==> src/rtl/leaf_out_packetizer.sv <==
// Leaf-side output packetizer: round-robin arbitrates per-port user words into BFT packets,
// tagging each with the port's configured destination and a per-port sequence, under per-port credit.
module leaf_out_packetizer #(
  parameter int PACKET_BITS   = 49,
  parameter int PAYLOAD_BITS  = 32,
  parameter int NUM_LEAF_BITS = 5,
  parameter int NUM_PORT_BITS = 4,
  parameter int NUM_ADDR_BITS = 7,
  parameter int NUM_OUT_PORTS = 6,
  parameter int CREDIT_BITS   = 8
) (
  input  logic                                    clk,
  input  logic                                    reset,
  input  logic [NUM_OUT_PORTS*PAYLOAD_BITS-1:0]   din_leaf_user2interface,
  input  logic [NUM_OUT_PORTS-1:0]                vld_user2interface,
  output logic [NUM_OUT_PORTS-1:0]                ack_interface2user,
  input  logic                                    cfg_vld,
  input  logic [2:0]                              cfg_port,
  input  logic [NUM_LEAF_BITS-1:0]                cfg_dest_leaf,
  input  logic [NUM_PORT_BITS-1:0]                cfg_dest_port,
  input  logic                                    credit_vld,
  input  logic [2:0]                              credit_port,
  input  logic [CREDIT_BITS-1:0]                  credit_add,
  output logic [PACKET_BITS-1:0]                  dout_leaf_interface2bft,
  input  logic                                    dout_ready
);

  localparam int PTR_W = (NUM_OUT_PORTS > 1) ? $clog2(NUM_OUT_PORTS) : 1;
  localparam logic [CREDIT_BITS-1:0] CREDIT_INIT = CREDIT_BITS'(64);

  logic [PACKET_BITS-1:0]   dout_q, dout_d;
  logic [PTR_W-1:0]         ptr_q, ptr_d;
  logic [NUM_OUT_PORTS-1:0] cfgd_q, cfgd_d;
  logic [CREDIT_BITS-1:0]   credit_q [NUM_OUT_PORTS];
  logic [CREDIT_BITS-1:0]   credit_d [NUM_OUT_PORTS];
  logic [NUM_ADDR_BITS-1:0] seq_q    [NUM_OUT_PORTS];
  logic [NUM_ADDR_BITS-1:0] seq_d    [NUM_OUT_PORTS];
  logic [NUM_LEAF_BITS-1:0] leaf_q   [NUM_OUT_PORTS];
  logic [NUM_PORT_BITS-1:0] dport_q  [NUM_OUT_PORTS];

  logic [NUM_OUT_PORTS-1:0] elig, cfg_hit, crd_hit, grant;
  logic                     out_free, grant_vld;
  logic [PTR_W-1:0]         grant_idx;
  logic [PACKET_BITS-1:0]   grant_pkt;

  // Credit update: add returned credit, subtract a consumed one, clamp at all-ones.
  function automatic logic [CREDIT_BITS-1:0] credit_next(input logic [CREDIT_BITS-1:0] cur,
                                                         input logic [CREDIT_BITS-1:0] add,
                                                         input logic                   take);
    logic [CREDIT_BITS:0] sum;
    sum = {1'b0, cur} + {1'b0, add} - {{CREDIT_BITS{1'b0}}, take};
    if (sum[CREDIT_BITS]) return '1;
    return sum[CREDIT_BITS-1:0];
  endfunction

  assign out_free = !dout_q[PACKET_BITS-1] || dout_ready;

  always_comb begin
    elig    = '0;
    cfg_hit = '0;
    crd_hit = '0;
    for (int i = 0; i < NUM_OUT_PORTS; i++) begin
      elig[i]    = vld_user2interface[i] && cfgd_q[i] && (credit_q[i] != '0);
      cfg_hit[i] = cfg_vld && (int'(cfg_port) == i);
      crd_hit[i] = credit_vld && (int'(credit_port) == i);
    end
  end

  // Round robin: scan from the pointer to the top, then wrap to the ports below it.
  always_comb begin
    grant_vld = 1'b0;
    grant_idx = '0;
    grant     = '0;
    if (out_free && !reset) begin
      for (int i = 0; i < NUM_OUT_PORTS; i++) begin
        if (!grant_vld && elig[i] && (i >= int'(ptr_q))) begin
          grant_vld = 1'b1;
          grant_idx = PTR_W'(i);
          grant[i]  = 1'b1;
        end
      end
      for (int i = 0; i < NUM_OUT_PORTS; i++) begin
        if (!grant_vld && elig[i] && (i < int'(ptr_q))) begin
          grant_vld = 1'b1;
          grant_idx = PTR_W'(i);
          grant[i]  = 1'b1;
        end
      end
    end
  end

  always_comb begin
    grant_pkt = '0;
    for (int i = 0; i < NUM_OUT_PORTS; i++) begin
      if (grant[i]) begin
        grant_pkt = {1'b1, leaf_q[i], dport_q[i], seq_q[i],
                     din_leaf_user2interface[i*PAYLOAD_BITS +: PAYLOAD_BITS]};
      end
    end
  end

  assign ack_interface2user = grant;

  always_comb begin
    dout_d = dout_q;
    if (out_free) begin
      dout_d = grant_vld ? grant_pkt : '0;
    end
    ptr_d = ptr_q;
    if (grant_vld) begin
      ptr_d = (grant_idx == PTR_W'(NUM_OUT_PORTS - 1)) ? '0 : grant_idx + PTR_W'(1);
    end
    cfgd_d = cfgd_q | cfg_hit;
    for (int i = 0; i < NUM_OUT_PORTS; i++) begin
      seq_d[i]    = seq_q[i] + NUM_ADDR_BITS'(grant[i]);
      credit_d[i] = credit_next(credit_q[i], crd_hit[i] ? credit_add : '0, grant[i]);
    end
  end

  // Output register and per-port control state.
  always_ff @(posedge clk) begin
    if (reset) begin
      dout_q <= '0;
      ptr_q  <= '0;
      cfgd_q <= '0;
      for (int i = 0; i < NUM_OUT_PORTS; i++) begin
        credit_q[i] <= CREDIT_INIT;
        seq_q[i]    <= '0;
      end
    end else begin
      dout_q <= dout_d;
      ptr_q  <= ptr_d;
      cfgd_q <= cfgd_d;
      for (int i = 0; i < NUM_OUT_PORTS; i++) begin
        credit_q[i] <= credit_d[i];
        seq_q[i]    <= seq_d[i];
      end
    end
  end

  // Destination fields carry no reset; the configured flag gates their use.
  always_ff @(posedge clk) begin
    for (int i = 0; i < NUM_OUT_PORTS; i++) begin
      if (cfg_hit[i]) begin
        leaf_q[i]  <= cfg_dest_leaf;
        dport_q[i] <= cfg_dest_port;
      end
    end
  end

  assign dout_leaf_interface2bft = dout_q;

endmodule
==> config.mk <==
export PLATFORM = sky130hd
export DESIGN_NAME = leaf_out_packetizer
export DESIGN_NICKNAME = d
export VERILOG_FILES = /design/src/rtl/leaf_out_packetizer.sv
export SDC_FILE = /design/constraint.sdc
export NUM_CORES = 1
export LEC_CHECK = 0
export BUFFER_PORTS_ARGS = -buffer_cell sky130_fd_sc_hd__buf_2
export CORE_ASPECT_RATIO = 1.75
export CORE_MARGIN = 2
export CORE_UTILIZATION = 45
export CTS_CLUSTER_SIZE = 25
export DETAILED_ROUTE_END_ITERATION = 10
export PLACE_DENSITY_LB_ADDON = 0.08
export SKIP_CTS_REPAIR_TIMING = 1
export SYNTH_ARGS = -nofsm -noshare
export SYNTH_HDL_FRONTEND = slang
export SYNTH_SLANG_ARGS = --single-unit
==> constraint.sdc <==
create_clock -name clk -period 4.9 [get_ports clk]
set_input_delay 1.225 -clock clk [delete_from_list [all_inputs] [get_ports clk]]
set_output_delay 1.225 -clock clk [all_outputs]
set_load 0.02 [all_outputs]
== Word-level counts from Yosys, hierarchy flattened ==
Memories as Yosys holds them, arrays and structs flattened.
Index checks and enable logic that the tools add are counted.

* Register bits after elaboration: 58
* Bits in writable memories: 144
* Input bits: 226
* Memories kept: 4

{| class="wikitable"
|+ Memory list
! memory !! words !! bits a word !! rd ports !! clocked after memory_dff !! wr ports !! RTL line !! text
|-
| credit_q || 6 || 8 || 6 || 0 || 6 || 34 || <nowiki>logic [CREDIT_BITS-1:0] credit_q [NUM_OUT_PORTS];</nowiki>
|-
| seq_q || 6 || 7 || 6 || 0 || 6 || 36 || <nowiki>logic [NUM_ADDR_BITS-1:0] seq_q [NUM_OUT_PORTS];</nowiki>
|-
| leaf_q || 6 || 5 || 6 || 0 || 1 || 38 || <nowiki>logic [NUM_LEAF_BITS-1:0] leaf_q [NUM_OUT_PORTS];</nowiki>
|-
| dport_q || 6 || 4 || 6 || 0 || 1 || 39 || <nowiki>logic [NUM_PORT_BITS-1:0] dport_q [NUM_OUT_PORTS];</nowiki>
|}

* $add $sub $neg: 19
* $lt $le $gt $ge: 12
* Equal/unequal tests: 11
* Mux-type cells: 137
* Bitwise gates (word level): 13
* Reduce and logical (&&, ||, !) cells: 80

{| class="wikitable"
|+ Operator list
! kind !! count
|-
| 49-bit two-way mux || 7
|-
| 8-bit two-way mux || 24
|-
| 1-bit two-way mux || 67
|-
| 3-bit two-way mux || 22
|-
| 8-bit by 8-bit adder with 9-bit output || 6
|-
| 9-bit by 1-bit subtractor with 9-bit output || 6
|-
| 1-bit logical AND || 48
|-
| 8-bit nonzero test || 6
|-
| 7-bit by 1-bit adder with 7-bit output || 6
|-
| 7-bit two-way mux || 6
|-
| 3-bit equality test, second input constant || 9
|-
| 5-bit two-way mux || 5
|-
| 5-bit OR reduction || 5
|-
| 4-bit two-way mux || 5
|-
| 4-bit OR reduction || 5
|-
| 1-bit zero test || 13
|-
| 1-bit OR || 12
|-
| 3-bit by 2-bit equality test with 1-bit output, second input constant || 2
|-
| 1-bit by 3-bit greater-or-equal comparator with 1-bit output, first input constant || 2
|-
| 2-bit by 3-bit greater-or-equal comparator with 1-bit output, first input constant || 2
|-
| 3-bit greater-or-equal comparator, first input constant || 2
|-
| 3-bit zero test || 2
|-
| 1-bit by 3-bit less-than comparator with 1-bit output, first input constant || 2
|-
| 2-bit by 3-bit less-than comparator with 1-bit output, first input constant || 2
|-
| other kinds (5) || 6
|}

== Logic depth before layout (Yosys ltp) ==
Gate-level depths: netlist of run 1.
An unclocked memory read counts as a cell.

* Word-level depth: 68
* Gate-level depth with buffers: 23

== Worst setup path before layout of run 1 ==
Ideal clock, no wire load.

* Path kind: input -> register
* From: in vld_user2interface[0]
* To: mem credit_q[3][0]
* Arrival: 4.869 ns
* Data required time: 4.766 ns
* Path slack: -0.103 ns
* Stages: 20
* Cells stage by stage: nand2_1 > a2111oi_0 > a211o_1 > a2bb2oi_1 > nor2_1 > buf_2 > clkbuf_1 > ha_1 > inv_1 > ha_1 > inv_1 > fa_1 > nor2b_1 > o21ai_0 > a21oi_1 > o21ai_0 > nand2b_1 > a31oi_1 > xor2_1 > a21oi_1

{| class="wikitable"
|+ RTL lines
! element !! RTL line !! text
|-
| from (decl) || 15 || <nowiki>input logic [NUM_OUT_PORTS-1:0] vld_user2interface,</nowiki>
|-
| to (decl) || 34 ||
|}

==> key figures, run 1 <==
Run status
  – Outcome: completed

Route
  – Antenna Nets Post-Route: 0
  – 1st-iter DRT viols: 747
  – DRC: 0
  – Vias: 11080
  – Post-DR vias/cell: 5.638
  – Iteration count of the initial detailed-routing pass: 8
  – Routed wire length: 37700 µm
  – WL/cell: 19.18 µm

Place
  – IO Port Bufs: 280
  – Post-DP HPWL: 27440 µm
  – GP Congestion: 0.8659
  – Placed insts: 1927

Timing
  – RSZ-0062 raised after global routing: false
  – Final setup fails: 0
  – Peak Freq: 222.3 MHz
  – Final Max Slew Viols: 0
  – Clk_skew: 14.81 ps
  – Period utilization: 0.9182
  – Final hold slack: 465.2 ps
  – Setup TNS: 0 ps
  – Min Tclk post-route: 4499 ps
  – Rel. slew slack: 0.2063
  – Final Hold Fails: 0
  – Worst Tran Pin Value: 1186 ps

Synth
  – Net Count, Synth: 1696
  – Async SR Flop Fraction: 0
  – Most common cell in the netlist: inv_1
  – Largest cells by area after synthesis: dfxtp_1 (25%), edfxtp_1 (13%), ha_1 (11%)
  – Synth Register Bits: 202
  – Post-synthesis sequential area ratio: 0.3802
  – Post-synthesis cell type count: 60
  – Synth Cell Area: 12060 µm²
  – Main synth FF type: dfxtp_1
  – Synth warn: 0
  – Avg Cell Area, Syn: 8.892 µm²
  – Post-synth EDFFs: 54
  – Synth cell count leaders: inv_1 (170), dfxtp_1 (148), a21oi_1 (126)
  – Top cell type's share of synthesized area: 0.2457
  – Yosys top cell by area: dfxtp_1
  – Post-Syn Instances: 1356

Floorplan
  – Initial Utilization: 0.4552
  – I/O pin cnt: 281
  – Die area: 28170 µm²
  – # rows: 79
  – Die Wd: 127.7 µm
  – Die Height: 220.5 µm
  – Core area: 26490 µm²

Global route
  – Initial antenna violation count: 4
  – Vias in the first global route: 10760
  – First-pass GRT wire length: 56410 µm
  – Largest net degree at the start of global routing: 96
  – GRT Util Overall: 0.2558
  – Overflow after GRT: 0

Job
  – Max Cap Viol: 0

Worst setup path
  – Critical path, cell by cell: or4_1 -> o211a_4 -> a211o_1 -> or4_1 -> o31a_1 -> inv_6 -> buf_4 -> buf_2
  – Crit path top cell by count: or4_1
  – Crit end category: output pin
  – FF-to-FF End: credit_q[4][0]
  – Worst-path fanout max: 21
  – WP data required: 3670 ps
  – Startpoint types: flip-flop
  – CP top delay family: simple AND/OR/NAND/NOR gates
  – Buf/Inv on CP: 3
  – Worst stage delay on the critical path: 620 ps
  – Worst r2r src: credit_q[1][0]
  – FF-to-FF path depth: 18
  – Worst Setup SP: credit_q[1][0]
  – Data arrival, critical path: 3270 ps
  – Critical Path Slowest Stage Cell: or4_1
  – Worst reg2reg setup slack: 400 ps
  – Critical path class: reg -> out
  – Crit path to: ack_interface2user[4]
  – CP Depth: 8

Cells and area
  – FF+latch area: 4584 µm²
  – Fillers: 2560
  – Area of the multi-input gates: 6556 µm²
  – Fin nets: 1965
  – Share of cells above drive strength 1: 0.2422
  – Final core occ: 0.5488
  – Final cell count without fillers: 1966
  – Area Growth Syn to Fin: 20.57%

Power
  – PwrDens: 426.4 nW/µm²
  – Leakage: 6.389 nW
  – Total Power: 6.199 mW
  – Max IR drop VDD: 0.3744 mV

Clocking
  – CTS buffer count: 20
  – Clock Latency Late Sink: 510 ps
  – CTS tree: built
  – Clock buffer depth: 3
  – CTS H-tree lvls: 1
  – Clock transition at the registers of the reported paths: 60 ps
  – Clock net sink count: 202
  – CTS root buffer: clkbuf_16

Worst hold path
  – Hold Crit Class: reg -> reg
[logic make-up after synthesis]
| group | count (synthesis) | share of synthesized area |
|---|---|---|
| AOI/OAI and AO/OA | 419 | 0.2441 |
| and+or+nand+nor | 305 | 0.1209 |
| buffers and inverters | 246 | 0.08198 |
| DFF | 202 | 0.3802 |
| adders and majority gates | 114 | 0.1220 |
| xor gates and xnor gates | 70 | 0.05085 |
[per-layer routing]
metal	global-route usage	vias to the layer above	part of all wire
met4	0.1026	2	0.034
met5	0	-	0.00034
met1	0.2710	5267	0.37
li1	-	5393	-
met3	0.03772	75	0.053
met2	0.4989	347	0.54
[cell type report]
type / count / area share
inverters: 171 / 0.04450
multi-input cells: 908 / 0.4510
clock inverters: 10 / 0.004475
flip-flops and latches: 202 / 0.3153
well taps: 324 / 0.02789
clock buffers: 26 / 0.03804
diodes: 3 / 0.0005164
repair buffers: 322 / 0.1183
[sequential cells by signal (all words and copies together) (netlist names)]
name / flops
seq_q: 42
dout_leaf_interface2bft: 49
ptr_q: 3
leaf_q: 30
credit_q: 48
dport_q: 24
cfgd_q: 6
[worst reg2reg max path, cell delays in order, from the launching register on]
cell and delay, ps:
dfxtp_1 310, or4_1 620, o211a_4 300, a211o_1 360
or4_1 410, o31a_1 190, inv_6 80, ha_1 120
inv_1 40, ha_1 210, fa_1 470, a21oi_1 160
nor2_1 50, nor2_1 120, o21bai_1 80, a21oi_1 190
o21ai_0 170, xnor2_2 340, a21oi_1 120
[per-stage QoR]
stage                     cell area [µm²]  setup WS (ps)
after floorplan                     12080          26.96
final                               14540          400.8
after global placement              13910          27.50
after detailed placement            13910         -89.94
after global routing                14540          50.77
after CTS                           14530          395.8
[where the power goes]
part | total, mW | internal [mW] | switching, mW
sequential | 2.05 | 1.93 | 0.112
clock | 1.46 | 0.803 | 0.655
combinational | 2.70 | 1.22 | 1.47
total | 6.20 | 3.96 | 2.24
[cells in the final DEF (no fill, tap or decap), types with 20 or more instances in the layout]
master | synthesis | layout
buf_2 | 12 | 279
inv_1 | 170 | 170
dfxtp_1 | 148 | 148
a21oi_1 | 126 | 126
ha_1 | 108 | 108
nand2_1 | 105 | 105
nor2_1 | 73 | 70
edfxtp_1 | 54 | 54
o21ai_0 | 51 | 51
buf_4 | 2 | 43
xor2_1 | 35 | 34
xnor2_1 | 35 | 34
a22oi_1 | 33 | 33
a222oi_1 | 31 | 31
a31o_1 | 30 | 30
a21oi_2 | 28 | 28
nand2b_1 | 27 | 27
and3_1 | 24 | 24
clkbuf_16 | 0 | 20
[worst min path at each step]
stage,start,end,slack [ps],cells past startpoint
detailed placement,dout_leaf_interface2bft[22],dout_leaf_interface2bft[22],460,2
CTS,dout_leaf_interface2bft[22],dout_leaf_interface2bft[22],470,2
floorplan,cfgd_q[2],cfgd_q[2],430,2
finish,dout_leaf_interface2bft[22],dout_leaf_interface2bft[22],470,2
global placement,cfgd_q[2],cfgd_q[2],450,2
global route,dout_leaf_interface2bft[2],dout_leaf_interface2bft[2],490,2
Note: power is estimated with default switching activity, not from simulation.
==> run 2: changes to the inputs <==
--- a/config.mk
+++ b/config.mk
@@ -5,6 +5,7 @@
 export SDC_FILE = /design/constraint.sdc
 export NUM_CORES = 1
 export LEC_CHECK = 0
+export ABC_AREA = 1
 export BUFFER_PORTS_ARGS = -buffer_cell sky130_fd_sc_hd__buf_2
 export CORE_ASPECT_RATIO = 1.75
 export CORE_MARGIN = 2
==> run 2 against run 1 <==
  * Wire length rose by 2.9%
  * Non-clock buffer count shrank 12
  * Critical endpoint is now ack_interface2user[2]
  * Worst hold slack got worse by 5.2 ps
  * Register-to-register slack better by 330 ps
  * Sequential power about the same
==> key figures, run 2 <==
Place
  – Placed insts: 2517
  – Post-DP HPWL: 28440 µm
  – IO Port Bufs: 280
  – GP Congestion: 0.8871

Global route
  – Largest net degree at the start of global routing: 92
  – Overflow after GRT: 0
  – Initial antenna violation count: 1
  – Vias in the first global route: 12500
  – GRT Util Overall: 0.2495
  – First-pass GRT wire length: 61180 µm

Synth
  – Avg Cell Area, Syn: 6.899 µm²
  – Post-Syn Instances: 1898
  – Synth Register Bits: 202
  – Top cell type's share of synthesized area: 0.2263
  – Yosys top cell by area: dfxtp_1
  – Post-synth EDFFs: 54
  – Synth warn: 0
  – Post-synthesis sequential area ratio: 0.3501
  – Synth Cell Area: 13090 µm²
  – Async SR Flop Fraction: 0
  – Net Count, Synth: 2238
  – Synth cell count leaders: nand2_1 (532), inv_1 (330), dfxtp_1 (148)
  – Post-synthesis cell type count: 37
  – Main synth FF type: dfxtp_1
  – Largest cells by area after synthesis: dfxtp_1 (23%), nand2_1 (15%), edfxtp_1 (12%)
  – Most common cell in the netlist: nand2_1

Cells and area
  – Commonest non-fill, non-tap cell in the layout: nand2_1
  – Area Growth Syn to Fin: 19.17%
  – Fin nets: 2502
  – Share of cells above drive strength 1: 0.1916
  – Max reg flops: 49
  – Most frequent cells in the layout: nand2_1 (529), inv_1 (330), buf_2 (279), dfxtp_1 (148), nor2_1 (145)
  – Final cell count without fillers: 2555
  – Final core occ: 0.5451

Worst setup path
  – Critical path class: in -> out
  – FF-to-FF path depth: 34
  – Data arrival, critical path: 3150 ps
  – Critical Path Slowest Stage Cell: buf_4
  – CP Depth: 12
  – Startpoint types: primary input
  – Worst stage delay on the critical path: 570 ps
  – Buf/Inv on CP: 6
  – FF-to-FF End: credit_q[5][1]
  – Worst r2r src: credit_q[1][5]
  – Crit end category: output pin
  – Worst-path fanout max: 50
  – WP data required: 3670 ps
  – Critical path, cell by cell: buf_2 -> nand2_1 -> inv_1 -> o21ai_1 -> inv_2 -> nand2_2 -> inv_2 -> nor3_1 -> nand4_1 -> a21oi_4 -> buf_4 -> buf_2
  – CP top delay family: buffers and inverters
  – Worst reg2reg setup slack: 730 ps

Timing
  – RSZ-0062 raised after global routing: false
  – Clk_skew: 11.56 ps
  – Final setup fails: 0
  – Final Max Slew Viols: 0
  – Final hold slack: 460.0 ps
  – Rel. slew slack: 0.3772
  – Final Hold Fails: 0
  – Worst Tran Pin Value: 934.2 ps
  – Peak Freq: 228.6 MHz
  – Period utilization: 0.8927
  – Min Tclk post-route: 4374 ps
  – Setup TNS: 0 ps

Worst hold path
  – Worst hold stages: 2
  – WHS Endpoint: dout_leaf_interface2bft[2]
  – Worst min-delay path startpoint: dout_leaf_interface2bft[2]
  – Hold Crit Class: reg -> reg

Route
  – Routed wire length: 38790 µm
  – Antenna Nets Post-Route: 0
  – Post-DR vias/cell: 4.937
  – DRC: 0
  – WL/cell: 15.18 µm
  – Vias: 12610
  – Iteration count of the initial detailed-routing pass: 5
  – 1st-iter DRT viols: 468

Run status
  – Outcome: completed

Floorplan
  – Die area: 30530 µm²
  – # rows: 82
  – Die Wd: 132.9 µm
  – Core area: 28630 µm²
  – Initial Utilization: 0.4574
  – Die Height: 229.7 µm
  – I/O pin cnt: 281

Clocking
  – Clock net sink count: 202
  – CTS H-tree lvls: 1
  – Clock Latency Late Sink: 510 ps
  – CTS buffer count: 21
  – CTS root buffer: clkbuf_16
  – CTS tree: built
  – Clock transition at the registers of the reported paths: 60 ps
  – Clock buffer depth: 3

Power
  – Total Power: 6.597 mW
  – Leakage: 8.179 nW
  – Max IR drop VDD: 0.4291 mV
  – PwrDens: 422.8 nW/µm²

Job
  – Max Cap Viol: 0
[run 2: changes by cell type after synthesis, sizes merged, moves of 32 or more]
| cell | previous run | this run |
|---|---|---|
| a21oi | 154 | 110 |
| a22oi | 33 | 0 |
| inv | 171 | 359 |
| nand2 | 105 | 537 |
| nand3 | 17 | 135 |
| nor2 | 73 | 149 |
| o21bai | 2 | 34 |
| or2 | 3 | 36 |
[run 2: report_power, final]
group	leakage, nW	internal (mW)	switching [mW]	total (mW)
Sequential	1.70	1.95	0.0911	2.05
Clock	0.333	0.965	0.691	1.66
Combinational	6.14	1.17	1.73	2.90
Total	8.18	4.09	2.51	6.60
[run 2: final cells by class]
cell class | instances | area [µm²]
flip-flops and latches | 202 | 4584
clock inverters | 13 | 156.4
well taps | 378 | 473.0
diodes | 1 | 2.502
multi-input cells | 1268 | 6864
repair buffers | 310 | 1629
fillers | 2895 | 13020
inverters | 359 | 1348
clock buffers | 24 | 546.8
[run 2: metrics by stage]
stage / instance area (µm²) / setup slack, ps
after global routing: 15600 / 89.24
after CTS: 15600 / 516.5
after floorplan: 13090 / 116.4
after global placement: 14900 / 127.2
final: 15600 / 525.8
after detailed placement: 14900 / 43.61
[run 2: logic make-up after synthesis]
group | Yosys count | share of synthesized area
and+or+nand+nor | 909 | 0.2955
AOI/OAI and AO/OA | 208 | 0.08782
adders and majority gates | 114 | 0.1124
xor gates and xnor gates | 37 | 0.02475
buffers and inverters | 428 | 0.1295
DFF | 202 | 0.3501
[run 2: routing by layer]
| layer | wire (µm) | GRT usage |
|---|---|---|
| met4 | 1611 | 0.1092 |
| met5 | 0 | 0 |
| met2 | 20270 | 0.4880 |
| met3 | 2039 | 0.03175 |
| met1 | 14870 | 0.2612 |
[run 2: worst max path at each step]
stage,from,endpoint,slack [ps]
final,vld_user2interface[5],ack_interface2user[2],530
after global routing,vld_user2interface[3],credit_q[5][1],90
after CTS,vld_user2interface[5],ack_interface2user[2],520
after detailed placement,vld_user2interface[3],credit_q[5][1],40
after global placement,vld_user2interface[1],credit_q[5][1],130
after floorplan,vld_user2interface[0],credit_q[5][1],120
[run 2: worst reg2reg max path: cells and delay by family (launching register included)]
kind | cells | cell delay, ps
simple gates | 21 | 2330
flops | 1 | 320
fa+ha+maj | 3 | 830
compound gates | 3 | 190
buf+inv | 7 | 450
